<file path="config.mk">
export PLATFORM = sky130hd
export DESIGN_NAME = instruction_fetch_unit
export DESIGN_NICKNAME = d
export VERILOG_FILES = /design/src/rtl/instruction_fetch_unit_pkg.sv /design/src/rtl/instruction_fetch_unit_ifid_register.sv /design/src/rtl/instruction_fetch_unit.sv
export SDC_FILE = /design/constraint.sdc
export NUM_CORES = 1
export LEC_CHECK = 0
export CORE_MARGIN = 2
export CORE_UTILIZATION = 60
export DETAILED_ROUTE_END_ITERATION = 10
export DONT_BUFFER_PORTS = 1
export PLACE_DENSITY = 0.74
export SYNTH_ARGS = -nofsm -noshare
export SYNTH_HDL_FRONTEND = slang
export SYNTH_HIERARCHICAL = 1
export SYNTH_SLANG_ARGS = --single-unit
</file>
<file path="constraint.sdc">
create_clock -name CLK -period 7.4 [get_ports CLK]
set_input_delay 2.22 -clock CLK [delete_from_list [all_inputs] [get_ports CLK]]
set_output_delay 2.22 -clock CLK [all_outputs]
set_load 0.01 [all_outputs]
</file>
<file path="src/rtl/instruction_fetch_unit_pkg.sv">
// Shared definitions for the instruction fetch unit: fetch state encoding,
// reset/bubble constants and small PC arithmetic helpers.
package instruction_fetch_unit_pkg;

    localparam logic [1:0] S_FETCH = 2'd0;
    localparam logic [1:0] S_HOLD  = 2'd1;
    localparam logic [1:0] S_KILL  = 2'd2;

    localparam logic [31:0] NOP_INSTR_C = 32'h0000_0013;
    localparam logic [31:0] RESET_PC_C  = 32'h0000_0000;
    localparam logic [31:0] PC_INCR     = 32'd4;

    typedef struct packed {
        logic [31:0] pc;
        logic [31:0] instr;
        logic        valid;
    } ifid_t;

    function automatic logic [31:0] align_word(input logic [31:0] addr);
        return {addr[31:2], 2'b00};
    endfunction

    // Wraps modulo 2^32 by construction of the 32-bit add.
    function automatic logic [31:0] pc_next(input logic [31:0] pc);
        return pc + PC_INCR;
    endfunction

    function automatic logic [31:0] sat_inc(input logic [31:0] cnt);
        return (cnt == 32'hFFFF_FFFF) ? cnt : cnt + 32'd1;
    endfunction

endpackage

</file>
<file path="src/rtl/instruction_fetch_unit_ifid_register.sv">
// IF/ID pipeline register: holds {pc, instr, valid}; flush inserts a bubble,
// load captures a new instruction, otherwise contents are held.
module ifid_register
    import instruction_fetch_unit_pkg::*;
#(
    parameter logic [31:0] NOP_INSTR = NOP_INSTR_C
) (
    input  logic        clk_i,
    input  logic        srst_i,
    input  logic        load_i,
    input  logic        flush_i,
    input  logic [31:0] pc_i,
    input  logic [31:0] instr_i,
    output logic [31:0] pc_o,
    output logic [31:0] instr_o,
    output logic        valid_o
);

    ifid_t ifid_q;
    ifid_t ifid_d;

    // Next contents: flush wins over load; bubbles keep the last PC.
    always_comb begin
        ifid_d = ifid_q;
        if (flush_i) begin
            ifid_d.instr = NOP_INSTR;
            ifid_d.valid = 1'b0;
        end else if (load_i) begin
            ifid_d.pc    = pc_i;
            ifid_d.instr = instr_i;
            ifid_d.valid = 1'b1;
        end else begin
            ifid_d = ifid_q;
        end
    end

    // Storage with synchronous reset to an empty bubble at PC 0.
    always_ff @(posedge clk_i) begin
        if (srst_i) begin
            ifid_q.pc    <= 32'h0000_0000;
            ifid_q.instr <= NOP_INSTR;
            ifid_q.valid <= 1'b0;
        end else begin
            ifid_q <= ifid_d;
        end
    end

    assign pc_o    = ifid_q.pc;
    assign instr_o = ifid_q.instr;
    assign valid_o = ifid_q.valid;

endmodule

</file>
<file path="src/rtl/instruction_fetch_unit.sv">
// Instruction fetch unit: owns the PC, issues word reads with a busy-wait
// handshake, feeds IF/ID, parks a word on decode stall and handles redirects.
// Optional performance counters are enabled with `define IFETCH_PERF_EN.
module instruction_fetch_unit
    import instruction_fetch_unit_pkg::*;
#(
    parameter logic [31:0] RESET_PC  = RESET_PC_C,
    parameter logic [31:0] NOP_INSTR = NOP_INSTR_C
) (
    input  logic        CLK,
    input  logic        RESET,
    output logic        IMEM_READ,
    output logic [31:0] IMEM_ADDRESS,
    input  logic [31:0] IMEM_INSTRUCTION,
    input  logic        IMEM_BUSYWAIT,
    input  logic        STALL,
    input  logic        BRANCH_TAKEN,
    input  logic [31:0] BRANCH_TARGET,
    output logic [31:0] IFID_PC,
    output logic [31:0] IFID_INSTRUCTION,
    output logic        IFID_VALID
`ifdef IFETCH_PERF_EN
    ,
    output logic [31:0] FETCH_COUNT,
    output logic [31:0] STALL_COUNT
`endif
);

    logic [1:0]  state_q, state_d;
    logic [31:0] pc_q, pc_d;
    logic        read_q, read_d;
    logic [31:0] kill_target_q, kill_target_d;
    logic [31:0] hold_pc_q, hold_pc_d;
    logic [31:0] hold_instr_q, hold_instr_d;

    logic        complete_s;
    logic [31:0] target_s;
    logic        ifid_load_s;
    logic        ifid_flush_s;
    logic [31:0] ifid_pc_s;
    logic [31:0] ifid_instr_s;

    assign complete_s = read_q & ~IMEM_BUSYWAIT;
    assign target_s   = align_word(BRANCH_TARGET);

    // Fetch sequencing: redirect beats completion beats stall handling.
    always_comb begin
        state_d       = state_q;
        pc_d          = pc_q;
        kill_target_d = kill_target_q;
        hold_pc_d     = hold_pc_q;
        hold_instr_d  = hold_instr_q;
        ifid_load_s   = 1'b0;
        ifid_flush_s  = 1'b0;
        ifid_pc_s     = pc_q;
        ifid_instr_s  = IMEM_INSTRUCTION;
        case (state_q)
            S_FETCH: begin
                if (BRANCH_TAKEN) begin
                    ifid_flush_s = 1'b1;
                    // Only an outstanding, incomplete read forces the kill path.
                    if (complete_s || !read_q) begin
                        pc_d = target_s;
                    end else begin
                        kill_target_d = target_s;
                        state_d       = S_KILL;
                    end
                end else if (complete_s) begin
                    pc_d = pc_next(pc_q);
                    if (STALL) begin
                        hold_pc_d    = pc_q;
                        hold_instr_d = IMEM_INSTRUCTION;
                        state_d      = S_HOLD;
                    end else begin
                        ifid_load_s = 1'b1;
                    end
                end else if (!STALL) begin
                    ifid_flush_s = 1'b1;
                end else begin
                    ifid_flush_s = 1'b0;
                end
            end
            S_HOLD: begin
                if (BRANCH_TAKEN) begin
                    ifid_flush_s = 1'b1;
                    pc_d         = target_s;
                    state_d      = S_FETCH;
                end else if (!STALL) begin
                    ifid_load_s  = 1'b1;
                    ifid_pc_s    = hold_pc_q;
                    ifid_instr_s = hold_instr_q;
                    state_d      = S_FETCH;
                end else begin
                    state_d = S_HOLD;
                end
            end
            S_KILL: begin
                if (BRANCH_TAKEN) begin
                    ifid_flush_s = 1'b1;
                    // A redirect landing on the abandoned read's completion goes straight there.
                    if (complete_s) begin
                        pc_d    = target_s;
                        state_d = S_FETCH;
                    end else begin
                        kill_target_d = target_s;
                    end
                end else begin
                    ifid_flush_s = !STALL;
                    if (complete_s) begin
                        pc_d    = kill_target_q;
                        state_d = S_FETCH;
                    end else begin
                        state_d = S_KILL;
                    end
                end
            end
            default: begin
                state_d      = S_FETCH;
                ifid_flush_s = 1'b1;
            end
        endcase
    end

    assign read_d = (state_d != S_HOLD);

    // State, PC, kill target and hold buffer; reset idles READ for one cycle.
    always_ff @(posedge CLK) begin
        if (RESET) begin
            state_q       <= S_FETCH;
            pc_q          <= RESET_PC;
            read_q        <= 1'b0;
            kill_target_q <= 32'h0000_0000;
            hold_pc_q     <= 32'h0000_0000;
            hold_instr_q  <= NOP_INSTR;
        end else begin
            state_q       <= state_d;
            pc_q          <= pc_d;
            read_q        <= read_d;
            kill_target_q <= kill_target_d;
            hold_pc_q     <= hold_pc_d;
            hold_instr_q  <= hold_instr_d;
        end
    end

    assign IMEM_READ    = read_q;
    assign IMEM_ADDRESS = pc_q;

    ifid_register #(
        .NOP_INSTR (NOP_INSTR)
    ) u_ifid (
        .clk_i   (CLK),
        .srst_i  (RESET),
        .load_i  (ifid_load_s),
        .flush_i (ifid_flush_s),
        .pc_i    (ifid_pc_s),
        .instr_i (ifid_instr_s),
        .pc_o    (IFID_PC),
        .instr_o (IFID_INSTRUCTION),
        .valid_o (IFID_VALID)
    );

`ifdef IFETCH_PERF_EN
    logic [31:0] fetch_count_q;
    logic [31:0] stall_count_q;
    logic        deliver_s;

    // Killed and redirected words never reach IF/ID or the hold buffer.
    assign deliver_s = (state_q == S_FETCH) && complete_s && !BRANCH_TAKEN;

    // Saturating delivery and memory-wait counters.
    always_ff @(posedge CLK) begin
        if (RESET) begin
            fetch_count_q <= 32'h0000_0000;
            stall_count_q <= 32'h0000_0000;
        end else begin
            if (deliver_s) begin
                fetch_count_q <= sat_inc(fetch_count_q);
            end else begin
                fetch_count_q <= fetch_count_q;
            end
            if (read_q && IMEM_BUSYWAIT) begin
                stall_count_q <= sat_inc(stall_count_q);
            end else begin
                stall_count_q <= stall_count_q;
            end
        end
    end

    assign FETCH_COUNT = fetch_count_q;
    assign STALL_COUNT = stall_count_q;
`endif

endmodule

</file>
==> run_results.csv <==
group,metric,value,unit
power_and_ir_drop,power.ir.vdd_worst,0.202,mV
setup_path,cp_common_cell,"sky130_fd_sc_hd__nor2_1",
sta,final-hold-violation-count,0,
routing,drt_drc_violations_left,0,
synthesis,part_of_the_yosys_area_used_for_sequential_elements,0.407,
sta,grt_setup_unrepaired,"false",
placement,dp_hpwl,15300,um
global_routing,grt_pass1_vias,7224,
routing,detailedRoute.firstIterationViolations,715,
final_layout,finish.cell_count_without_fillers,1301,
routing,antenna_violating_nets_post_route,0,
clock_tree,cts_setup_buffers,0,
setup_path,cp_data_required_time,7670,ps
setup_path,path_class,"primary input to flip-flop",
sta,final_setup_vio_count,0,
power_and_ir_drop,p_leak,0.00328,uW
sta,fin_skew,9.50,ps
synthesis,synth_flop_cell,"sky130_fd_sc_hd__dfxtp_1",
power_and_ir_drop,intPower,1750,uW
sta,max_freq,251,MHz
synthesis,synth_edf_count,0,
setup_path,worst-r2r-setup-slack,4480,ps
die,fp.dieH,130,um
power_and_ir_drop,total_power,2450,uW
die,floorplan.io_pins,167,
clock_tree,cts_hold_buffers,0,
sta,slew_headroom,0.235,
setup_path,setup.worst_path.end_class,"flip-flop",
routing,route.detailed.wl_per_inst,18.7,um
power_and_ir_drop,power.switching,696,uW
setup_path,critical_path.slowest_cell,"sky130_fd_sc_hd__or2_1",
sta,min_period,3980,ps
setup_path,cp_data_arrival_time,4250,ps
power_and_ir_drop,part_of_the_total_power_dissipated_in_sequential_elements,0.481,
setup_path,crit_buf_inv,1,
final_layout,synthToLayoutAreaGrowth,5.06,%
final_layout,final_cell_mix,"230 x sky130_fd_sc_hd__nand2_1, 192 x sky130_fd_sc_hd__dfxtp_1, 144 x sky130_fd_sc_hd__a21oi_1",
die,fp.coreArea,15300,um2
setup_path,path_max_fanout,35,
global_routing,initial_antenna_violation_count,0,
clock_tree,clock_tree.buffer_depth,2,
synthesis,postSynthCellCount,1148,
final_layout,final_common_cell,"sky130_fd_sc_hd__nand2_1",
worst_hold_path,timing.hold.worst.class,"flip-flop to flip-flop",
synthesis,synth-seq-cells,192,
final_layout,nNetsFinal,1151,
clock_tree,cts_tree,"done",
global_routing,largest_net_degree_at_the_start_of_global_routing,182,
global_routing,gr-total-overflow,0,
setup_path,startpoint_type,"primary input",
final_layout,final_layout_size_suffix_gt1_frac,0.101,
clock_tree,cts_made_buffers,17,
final_layout,n_antenna_cell,0,
placement,finalWeightedCongestion,0.894,
clock_tree,worst_skew_pair.late_latency,430,ps
power_and_ir_drop,power.share.combinational,0.134,
setup_path,timing.critical_path.slowest_cell_delay,900,ps
die,die-width,130,um
setup_path,crit_family,"simple AND/OR/NAND/NOR gates",
routing,drtPass1Iterations,6,
final_layout,layout.core_utilization,0.648,
global_routing,globalRouteTotalUtil,0.286,
power_and_ir_drop,clock_power_share,0.385,
synthesis,avgSynthCellArea,8.23,um2
die,placement_rows,45,
synthesis,netlist-cell-type-count,71,
setup_path,timing.critical_path.cells,"nand2b_1 -> a21oi_1 -> nor2_1 -> nor2_1 -> o21ai_2 -> buf_4 -> or2_1 -> nor2_1",
routing,route.vias.total,7900,
die,initial_core_util,0.617,
sta,tightestPinTransition,1150,ps
sta,timing.setup.tns,0,ps
synthesis,synthesis.area,9450,um2
synthesis,yosys_warnings,6,
final_layout,fillers,1376,
power_and_ir_drop,power.switching_fraction,0.285,
placement,place.detailed.instances,1269,
routing,average_via_count_per_standard_cell,6.07,
clock_tree,htree_num_levels,4,
power_and_ir_drop,power_density,246,nW/um2
sta,timing.final.max_slew_violations,0,
clock_tree,clk_pin_slew,70,ps
status,run_status,"completed",
die,die_area,16800,um2
clock_tree,clock-root-buffer,"sky130_fd_sc_hd__clkbuf_16",
clock_tree,cts_resized,0,
run,drv.max_cap_violation_count,0,
clock_tree,cts.sink_count,192,
placement,port_buffers,0,
synthesis,synth_async_sr_flop_share,0,
global_routing,global_route_wire_length_before_repair,38200,um
sta,final_min_period_over_clock_period,0.538,
routing,totalWireLength,24400,um
## cell families (layout without fill, tap and decap cells)
group	count (synthesis)	after routing	share of synthesized area
muxes	87	87	0.0990
xor gates and xnor gates	2	2	0.00185
and+or+nand+nor	447	447	0.238
buffers and inverters	119	60	0.0600
DFF	192	192	0.407
other	1	2	0.000397
AOI/OAI and AO/OA	295	295	0.187
adders and majority gates	5	5	0.00662
## synth_stat cells, types with 6 or more instances
master                      count  area, um2
sky130_fd_sc_hd__mux2i_1       35        350
sky130_fd_sc_hd__buf_2         22        110
sky130_fd_sc_hd__nand2b_1      35        219
sky130_fd_sc_hd__a211oi_1       9       67.6
sky130_fd_sc_hd__a21o_1        11       82.6
sky130_fd_sc_hd__o21ai_1       30        150
sky130_fd_sc_hd__inv_1         17       63.8
sky130_fd_sc_hd__a31oi_1        6       37.5
sky130_fd_sc_hd__o21ai_0       28        140
sky130_fd_sc_hd__buf_1          6       22.5
sky130_fd_sc_hd__nor3_1        13       65.1
sky130_fd_sc_hd__and4_1         6       52.6
sky130_fd_sc_hd__a22oi_1        8       60.1
sky130_fd_sc_hd__nand2_1      230        863
sky130_fd_sc_hd__nor2_1        59        221
sky130_fd_sc_hd__nand4_1       15       93.8
sky130_fd_sc_hd__nand3_1       22        110
sky130_fd_sc_hd__dfxtp_1      192       3840
sky130_fd_sc_hd__clkbuf_1      62        233
sky130_fd_sc_hd__mux2_2        52        586
sky130_fd_sc_hd__a21oi_1      144        721
sky130_fd_sc_hd__and3_1         8       50.1
sky130_fd_sc_hd__nand4bb_1     32        360
## state kept, by name, summed over array words and instances (netlist names)
name            count
IMEM_READ           1
state_q             2
kill_target_q      30
hold_instr_q       32
hold_pc_q          32
u_ifid/pc_o        32
u_ifid/valid_o      1
u_ifid/instr_o     32
IMEM_ADDRESS       30
## power groups by stage
stage / Clock (uW) / Combinational, uW / Sequential (uW)
after floorplan: 0 / 294 / 1150
after global placement: 0 / 316 / 1200
after detailed placement: 0 / 322 / 1200
after CTS: 955 / 324 / 1170
after global routing: 996 / 361 / 1180
final: 941 / 329 / 1180
## per-stage QoR
step	hold slack, ps	setup WS (ps)	area, um2
floorplan	433	3380	9450
global placement	432	3030	9320
detailed placement	437	2930	9320
CTS	447	3390	9930
global route	465	3220	9930
finish	449	3420	9930
## routing by layer
layer,up-vias,routed length [um],track usage,part of all wire
met5,-,0,0,0
met4,0,257,0.0829,0.011
met3,17,2320,0.0933,0.095
met2,299,10700,0.424,0.44
met1,3692,11100,0.400,0.46
li1,3892,-,-,-
## final cells by class
| class | instances | area, um2 | share of cell area |
|---|---|---|---|
| flip-flops and latches | 192 | 3840 | 0.387 |
| clock inverters | 11 | 125 | 0.0126 |
| multi-input cells | 838 | 5070 | 0.511 |
| well taps | 211 | 264 | 0.0266 |
| repair buffers | 10 | 75.1 | 0.00756 |
| clock buffers | 21 | 480 | 0.0484 |
| inverters | 18 | 67.6 | 0.00681 |
## worst paths after layout
check / end / start / depth (start not counted)
setup / recovery: u_ifid/instr_o[12] / IMEM_BUSYWAIT / 8
hold / removal: hold_pc_q[25] / hold_pc_q[25] / 2
setup reg to reg: IMEM_ADDRESS[22] / state_q[0] / 7
hold reg to reg: hold_pc_q[25] / hold_pc_q[25] / 2
## tightest hold or removal path, delay by kind of cell, from the launching register on
| kind | cells | cell delay, ps |
|---|---|---|
| flip-flops | 1 | 310 |
| AND/OR/NAND/NOR | 1 | 50 |
| AO/OA/AOI/OAI | 1 | 50 |
Power figures use the tool's default switching activity.
